**src/rtl/rs_encoder_gf32_if.sv**
```systemverilog
// Streaming valid/ready bundle for the GF(2^5) RS encoder: message symbols in, codeword symbols out.
// The encoder takes the slave view; the producer/consumer side takes the master view.
interface rs_encoder_gf32_if;
  logic       in_valid;
  logic       in_ready;
  logic [4:0] in_data;
  logic       out_valid;
  logic       out_ready;
  logic [4:0] out_data;
  logic       out_sop;
  logic       out_eop;

  modport slave (
    input  in_valid, in_data, out_ready,
    output in_ready, out_valid, out_data, out_sop, out_eop
  );

  modport master (
    output in_valid, in_data, out_ready,
    input  in_ready, out_valid, out_data, out_sop, out_eop
  );
endinterface

```
**src/rtl/rs_encoder_gf32.sv**
```systemverilog
// Systematic RS(N,K) encoder over GF(2^5), p(x)=x^5+x^2+1, 4 parity symbols, one symbol per clock.
// Optional RSENC_ERR_INJECT_EN adds inj_pos/inj_mask ports that corrupt one emitted symbol per codeword.
module rs_encoder_gf32 #(
  parameter int K = 27
) (
  input  logic                clock,
  input  logic                reset_n,
`ifdef RSENC_ERR_INJECT_EN
  input  logic [4:0]          inj_pos,
  input  logic [4:0]          inj_mask,
`endif
  rs_encoder_gf32_if.slave    bus
);

  localparam int         N        = K + 4;
  localparam logic [4:0] LAST_MSG = 5'(K - 1);
  localparam logic [4:0] LAST_SYM = 5'(N - 1);
  // g(x) low-order coefficients g0..g3; g4 = 1 is implicit
  localparam logic [4:0] GEN [4] = '{5'd17, 5'd9, 5'd6, 5'd30};

  typedef enum logic {DATA, PARITY} state_t;

  function automatic logic [4:0] gf_mul(input logic [4:0] a, input logic [4:0] b);
    logic [4:0] acc;
    logic [4:0] aa;
    acc = 5'd0;
    aa  = a;
    for (int i = 0; i < 5; i++) begin
      if (b[i]) acc = acc ^ aa;
      aa = {aa[3:0], 1'b0} ^ (aa[4] ? 5'h05 : 5'h00);
    end
    return acc;
  endfunction

  state_t     state_reg;
  logic [4:0] cnt_reg;
  logic [4:0] par_reg [4];
  logic [4:0] par_next [4];
  logic       out_valid_reg;
  logic [4:0] out_data_reg;
  logic       out_sop_reg;
  logic       out_eop_reg;

  logic       adv;
  logic       in_fire;
  logic [4:0] fb;
  logic [4:0] corrupt;

  assign adv     = !out_valid_reg || bus.out_ready;
  // reset_n gates in_ready so nothing is accepted while the encoder is held in reset
  assign bus.in_ready = reset_n && (state_reg == DATA) && adv;
  assign in_fire = bus.in_valid && bus.in_ready;
  assign fb      = bus.in_data ^ par_reg[3];

  generate
    for (genvar gi = 0; gi < 4; gi++) begin : g_par
      if (gi == 0) begin : g_low
        assign par_next[gi] = gf_mul(fb, GEN[gi]);
      end else begin : g_high
        assign par_next[gi] = par_reg[gi-1] ^ gf_mul(fb, GEN[gi]);
      end
    end
  endgenerate

`ifdef RSENC_ERR_INJECT_EN
  logic [4:0] inj_pos_reg;
  logic [4:0] inj_mask_reg;
  logic [4:0] pos_cur;
  logic [4:0] mask_cur;
  // index 0 uses the live ports; the rest of the codeword uses the values captured with it
  assign pos_cur  = (cnt_reg == 5'd0) ? inj_pos  : inj_pos_reg;
  assign mask_cur = (cnt_reg == 5'd0) ? inj_mask : inj_mask_reg;
  assign corrupt  = (cnt_reg == pos_cur) ? mask_cur : 5'd0;
`else
  assign corrupt  = 5'd0;
`endif

  always_ff @(posedge clock or negedge reset_n) begin
    if (!reset_n) begin
      state_reg     <= DATA;
      cnt_reg       <= 5'd0;
      out_valid_reg <= 1'b0;
      out_data_reg  <= 5'd0;
      out_sop_reg   <= 1'b0;
      out_eop_reg   <= 1'b0;
      for (int i = 0; i < 4; i++) par_reg[i] <= 5'd0;
`ifdef RSENC_ERR_INJECT_EN
      inj_pos_reg   <= 5'd0;
      inj_mask_reg  <= 5'd0;
`endif
    end else begin
      case (state_reg)
        DATA: begin
          if (in_fire) begin
            out_data_reg  <= bus.in_data ^ corrupt;
            out_valid_reg <= 1'b1;
            out_sop_reg   <= (cnt_reg == 5'd0);
            out_eop_reg   <= 1'b0;
            par_reg       <= par_next;
            cnt_reg       <= cnt_reg + 5'd1;
            if (cnt_reg == LAST_MSG) state_reg <= PARITY;
`ifdef RSENC_ERR_INJECT_EN
            if (cnt_reg == 5'd0) begin
              inj_pos_reg  <= inj_pos;
              inj_mask_reg <= inj_mask;
            end
`endif
          end else if (adv) begin
            out_valid_reg <= 1'b0;
          end
        end
        PARITY: begin
          if (adv) begin
            out_data_reg  <= par_reg[3] ^ corrupt;
            out_valid_reg <= 1'b1;
            out_sop_reg   <= 1'b0;
            out_eop_reg   <= (cnt_reg == LAST_SYM);
            par_reg[3]    <= par_reg[2];
            par_reg[2]    <= par_reg[1];
            par_reg[1]    <= par_reg[0];
            par_reg[0]    <= 5'd0;
            if (cnt_reg == LAST_SYM) begin
              cnt_reg   <= 5'd0;
              state_reg <= DATA;
            end else begin
              cnt_reg   <= cnt_reg + 5'd1;
            end
          end
        end
        default: state_reg <= DATA;
      endcase
    end
  end

  assign bus.out_valid = out_valid_reg;
  assign bus.out_data  = out_data_reg;
  assign bus.out_sop   = out_sop_reg;
  assign bus.out_eop   = out_eop_reg;

endmodule

```
**src/flat_wrapper.sv**
```systemverilog
// flat-port wrapper written by rule: the top's interface ports become plain ports
module rs_encoder_gf32_flat 
#(
  parameter int K = 27
)
  (clock, reset_n, bus_in_valid, bus_in_data, bus_out_ready, bus_in_ready, bus_out_valid, bus_out_data, bus_out_sop, bus_out_eop);
  rs_encoder_gf32_if bus_i ();
  input  logic clock;
  input  logic reset_n;
  input wire logic [$bits(bus_i.in_valid)-1:0] bus_in_valid;
  input wire logic [$bits(bus_i.in_data)-1:0] bus_in_data;
  input wire logic [$bits(bus_i.out_ready)-1:0] bus_out_ready;
  output wire logic [$bits(bus_i.in_ready)-1:0] bus_in_ready;
  output wire logic [$bits(bus_i.out_valid)-1:0] bus_out_valid;
  output wire logic [$bits(bus_i.out_data)-1:0] bus_out_data;
  output wire logic [$bits(bus_i.out_sop)-1:0] bus_out_sop;
  output wire logic [$bits(bus_i.out_eop)-1:0] bus_out_eop;
  assign bus_i.in_valid = bus_in_valid;
  assign bus_i.in_data = bus_in_data;
  assign bus_i.out_ready = bus_out_ready;
  assign bus_in_ready = bus_i.in_ready;
  assign bus_out_valid = bus_i.out_valid;
  assign bus_out_data = bus_i.out_data;
  assign bus_out_sop = bus_i.out_sop;
  assign bus_out_eop = bus_i.out_eop;
  rs_encoder_gf32 #(.K(K)) u_core (.clock(clock), .reset_n(reset_n), .bus(bus_i));
endmodule
```
**config.mk**
```make
export PLATFORM = sky130hd
export DESIGN_NAME = rs_encoder_gf32_flat
export DESIGN_NICKNAME = d
export VERILOG_FILES = /design/src/rtl/rs_encoder_gf32_if.sv /design/src/rtl/rs_encoder_gf32.sv /design/src/flat_wrapper.sv
export SDC_FILE = /design/constraint.sdc
export NUM_CORES = 1
export LEC_CHECK = 0
export CAP_MARGIN = 20
export CORE_ASPECT_RATIO = 1.1
export CORE_MARGIN = 3
export CORE_UTILIZATION = 51
export DETAILED_ROUTE_END_ITERATION = 10
export PLACE_DENSITY = 0.84
export RECOVER_POWER = 25
export SYNTH_ARGS = -nofsm -noshare
export SYNTH_HDL_FRONTEND = slang
export SYNTH_SLANG_ARGS = --single-unit
```
**constraint.sdc**
```tcl
create_clock -name clock -period 2 [get_ports clock]
set_clock_uncertainty 0.15 [all_clocks]
set_input_delay 0.6 -clock clock [delete_from_list [all_inputs] [get_ports clock]]
set_output_delay 0.6 -clock clock [all_outputs]
set_load 0.01 [all_outputs]
```
Yosys cells after proc, flatten, opt, wreduce, memory -nomap -nowiden. Index checks and enable logic that the tools add are counted.

Bitwise gates (word level): 14. Reductions and logical operators: 8. Equality and inequality tests: 5. Multiplexer cells: 28. $add $sub $neg: 1.

Operators by type and width (count): XOR 5 bit (12); 2-to-1 mux 20 bit (2); one-hot mux 20 bit (2 select lines) (1); 2-to-1 mux 5 bit (5); one-hot mux 5 bit (2 select lines) (2); 2-to-1 mux 3 bit (4); equality test 5 bit (second input constant) (2); 2-to-1 mux 1 bit (10); one-hot mux 1 bit (2 select lines) (4); adder 5 x 1 -> 5 bit (second input constant) (1); zero test 5 bit (1); XOR 5 x 3 -> 5 bit (1); AND reduction 2 bit (2); logical AND 1 bit (3); inequality test 3 x 1 -> 1 bit (second input constant) (1); inequality test 2 x 1 -> 1 bit (second input constant) (1); inequality test 2 bit (second input constant) (1); zero test 1 bit (1); logical OR 1 bit (1); NOT 1 bit (1).

Word-level logic and storage cells: 66. Flip-flop bits (word level): 34. Bits of input ports: 9.

Logic depth before layout (Yosys ltp).
Depth in word-level cells: 13. Mapped depth: 7. Gate-level depth less buffers: 7.

Worst setup path before layout. No wires, ideal clock.

Path kind: input port to flip-flop. Start point: input port bus_in_data[4]. End point: register u_core.par_reg[4] in the netlist's numbering. Path buffers: 0. Slack: -0.012 ns. Arrival time: 1.780 ns. Required time: 1.768 ns. Stages on the path: 5. Path through: xnor2_4 xnor2_4 xnor3_1 or3_1 a31oi_1.

Cells in the longest elaborated chain, start to end: 10.

RTL lines: start, declared (line flat_wrapper.sv:11) `input wire logic [$bits(bus_i.in_data)-1:0] bus_in_data;`; XOR 5 bit (line rs_encoder_gf32.sv:53) `assign fb = bus.in_data ^ par_reg[3];`; 2-to-1 mux 3 bit (line rs_encoder_gf32.sv:30) `aa = {aa[3:0], 1'b0} ^ (aa[4] ? 5'h05 : 5'h00);`; XOR 5 bit (3 in a row) (line rs_encoder_gf32.sv:30); XOR 5 bit (2 in a row) (line rs_encoder_gf32.sv:29) `if (b[i]) acc = acc ^ aa;`; XOR 5 bit (line rs_encoder_gf32.sv:60) `assign par_next[gi] = par_reg[gi-1] ^ gf_mul(fb, GEN[gi]);`; 2-to-1 mux 20 bit (line rs_encoder_gf32.sv:94) `if (in_fire) begin`; one-hot mux 20 bit (2 select lines) (line rs_encoder_gf32.sv:92) `case (state_reg)`; end signal, assigned (line rs_encoder_gf32.sv:99) `par_reg <= par_next;`; end, declared (line rs_encoder_gf32.sv:37) `logic [4:0] par_reg [4];`.

Every way passes these cells. The select of a mux whose other input is x is not followed. A chain may end at the register's enable or synchronous reset.

Final worst setup path.
Start point: register u_core.par_reg[1] in the netlist's numbering. End point: register u_core.par_reg[4] in the netlist's numbering.

Cells in the longest elaborated chain, start to end: 9.

RTL lines (line): XOR 5 bit (rs_encoder_gf32.sv:53); XOR 5 bit (3 in a row) (rs_encoder_gf32.sv:30); XOR 5 bit (2 in a row) (rs_encoder_gf32.sv:29); XOR 5 bit (rs_encoder_gf32.sv:60); 2-to-1 mux 20 bit (rs_encoder_gf32.sv:94); one-hot mux 20 bit (2 select lines) (rs_encoder_gf32.sv:92).

Every way passes these cells. The select of a mux whose other input is x is not followed.

==> results.sh <==
export IMPL_rr_worst_depth=4
export IMPL_grt_max_degree=31
export IMPL_rows=23
export IMPL_combPwrFrac_pct=50.5
export IMPL_grt_setup_unrepaired="yes"
export IMPL_htreeDepth=2
export IMPL_synth_top_cell_area_share_pct=43.40
export IMPL_min_period_over_period_pct=107.6
export IMPL_syn_to_final_growth_pct=37.91
export IMPL_synth_main_ff_cell="dfrtp_1"
export IMPL_crit_arrival_ns=2.20
export IMPL_slowest_delay_ns=0.48
export IMPL_clock_root_buffer="clkbuf_8"
export IMPL_yosys_area_top_type="dfrtp_1"
export IMPL_antenna_found_initial=0
export IMPL_r2r_end="u_core.par_reg[4]"
export IMPL_mostFrequentLayoutCell="dfrtp_1"
export IMPL_avgViaCountPerCell=6.087
export IMPL_finalPower_mw=3.344
export IMPL_intPower_mw=2.133
export IMPL_p_clk_share_pct=19.9
export IMPL_synth_adder_area_share_pct=1.914
export IMPL_cp_start_kind="flop"
export IMPL_power_frac_seq_pct=29.6
export IMPL_syn_nets=208
export IMPL_ios=18
export IMPL_hpwl_mm=2.708
export IMPL_path_class="flop to flop"
export IMPL_cts_sink_count=34
export IMPL_leakagePower_nw=1.200
export IMPL_fin_util_pct=73.40
export IMPL_synth_cell_types=29
export IMPL_fin_ws_ns=-0.1530
export IMPL_chipHeight_um=71.03
export IMPL_post_dp_cell_area_um2=2361
export IMPL_synth_cells=196
export IMPL_cp_required_ns=2.05
export IMPL_cts_tree="built"
export IMPL_critPathTopFamily="XOR/XNOR gates"
export IMPL_hold_viol=0
export IMPL_largest_reg_flops=20
export IMPL_syn_area_per_cell_um2=10.00
export IMPL_grt_pass1_vias=1679
export IMPL_layout_common_cells="dfrtp_1, buf_4, o21ai_0, nand2_1, xnor2_1"
export IMPL_fmax_mhz=464.5
export IMPL_cts_buffer_depth=2
export IMPL_grt_ovfl_total=0
export IMPL_ys_seq_elements=34
export IMPL_fillerInstances=220
export IMPL_reg2reg_setup_slack_ns=-0.15
export IMPL_min_period_ns=2.153
export IMPL_netlist_area_um2=1961
export IMPL_dieArea_um2=4625
export IMPL_synth_xor_area_share_pct=23.93
export IMPL_critPathSlowestCell="dfrtp_1"
export IMPL_synth_top_family_by_area="XOR/XNOR gates"
export IMPL_vias=1820
export IMPL_hold_class="input port to asynchronous set/reset pin"
export IMPL_drive_above_1_share_pct=28.92
export IMPL_wirelength_mm=6.199
export IMPL_synth_top_cells_by_area="dfrtp_1, xnor2_1, o21ai_0"
export IMPL_slew_headroom_pct=33.76
export IMPL_reg2reg_from="u_core.par_reg[1]"
export IMPL_maxSlewViolCount=0
export IMPL_cts_inserted_buffers=5
export IMPL_clock_latency_ns=0.30
export IMPL_yosys_area_share_simple_pct=14.04
export IMPL_worstPathCellList="xnor2_4, xnor3_1, or3_1, a31oi_2"
export IMPL_drc_errors=0
export IMPL_swShare_pct=36.20
export IMPL_synth_edff_count=0
export IMPL_critPathBufInv=0
export IMPL_drt_iter0_markers=159
export IMPL_wl_per_cell_um=20.73
export IMPL_status="complete, but fails checks"
export IMPL_violations="negative setup slack"
export IMPL_final_cell_area_um2=2704
export IMPL_start_util_pct=53.23
export IMPL_globalRouteTotalUtil_pct=24.70
export IMPL_power_density_nw_per_um2=1237
export IMPL_ys_warn_count=0
export IMPL_crit_fanout=5
export IMPL_ir_worst_vdd_uv=943.2
export IMPL_diodes=0
export IMPL_core_region_area_um2=3684
export IMPL_drt_pass1_iter_count=5
export IMPL_net_switching_power_mw=1.211
export IMPL_setup_viol=4
export IMPL_grt_pass1_wl_mm=8.507
export IMPL_nets=261
export IMPL_endpoint_kind="flop"
export IMPL_numPortBuffers=17
export IMPL_tightest_slew_ns=0.9936
export IMPL_async_reset_ff_share_pct=100.0
export IMPL_drv_cap=0
export IMPL_synth_compound_area_share_pct=11.30
export IMPL_gp_congestion=0.8157
export IMPL_ant_nets=0
export IMPL_synth_area_mux_share_pct=3.127
export IMPL_yosysSeqAreaShare_pct=43.40
export IMPL_clk_pin_slew_ns=0.08
export IMPL_die_x_um=65.12
[area by class of cell]
class	instances	area, um2	share of cell area, %
clock buffer	6	82.58	3.054
multi-input combinational	150	1177	43.54
inverter	2	7.507	0.2776
tap	50	62.56	2.314
sequential	34	853.3	31.56
timing repair buffer	56	490.5	18.14
clock inverter	1	30.03	1.111
[worst reg2reg max path, stage by stage, from the launching register on]
cell and delay [ns]:
dfrtp_1 0.48, xnor2_4 0.35, xnor3_1 0.41, or3_1 0.41
a31oi_2 0.26
[per-layer routing]
metal | up-vias | global-route usage, % | routed length, um
met5 | - | 0 | 0
met1 | 914 | 28.73 | 2416
met3 | 30 | 5.397 | 392
met4 | 0 | 10.60 | 298
met2 | 110 | 43.52 | 3091
li1 | 766 | - | -
[cell families (layout without fill, tap and decap cells)]
| group | count (synthesis) | after routing |
|---|---|---|
| xor gates and xnor gates | 36 | 36 |
| buffers and inverters | 12 | 65 |
| AOI/OAI and AO/OA | 42 | 42 |
| muxes | 6 | 6 |
| and+or+nand+nor | 63 | 63 |
| DFF | 34 | 34 |
| adders and majority gates | 3 | 3 |
[worst max path at each step]
stage,endpoint,from,cells past startpoint,slack (ns)
final,u_core.par_reg[4],u_core.par_reg[1],4,-0.15
after detailed placement,u_core.cnt_reg[3],reset_n,7,-0.85
after global routing,u_core.par_reg[4],u_core.par_reg[1],4,-0.19
after CTS,bus_in_ready,bus_out_ready,4,0.002
after floorplan,u_core.par_reg[4],bus_in_data[4],5,-0.01
after global placement,bus_in_ready,reset_n,3,-0.76
[power by group through the flow]
stage	combinational, mW	clock, mW	sequential [mW]
detailed placement	1.21	0	0.965
global route	1.77	0.695	0.997
global placement	1.18	0	0.954
CTS	1.44	0.650	0.957
finish	1.69	0.665	0.990
floorplan	0.802	0	0.944
[synth_stat cells, types with 4 or more instances]
master / number
clkbuf_1: 9
o21ai_0: 31
a31oi_1: 6
nor2_1: 17
xnor2_2: 5
or3_1: 5
xnor2_4: 4
xnor2_1: 23
dfrtp_1: 34
mux2i_1: 5
nand2_1: 29
[per-stage QoR]
step,hold WS [ns],cells,setup WS [ns],TNS [ns]
4_1_cts,0.2441,295,0.002260,0
2_1_floorplan,0.1544,196,-0.01236,-0.01236
3_5_place_dp,0.3192,277,-0.8482,-24.13
3_3_place_gp,0.3076,277,-0.7617,-22.27
5_1_grt,0.2600,299,-0.1870,-0.4700
6_report,0.2563,299,-0.1530,-0.1851
[timing repair]
| action | CTS | global route |
|---|---|---|
| setup buffers | 10 | 4 |
| pin swaps | 13 | 8 |
| gates cloned | 1 | 0 |
| hold buffers | 0 | 0 |
| resized for setup | 34 | 19 |
| endpoints found under the setup margin | 35 | 11 |
(Power assumes the default switching activity.)
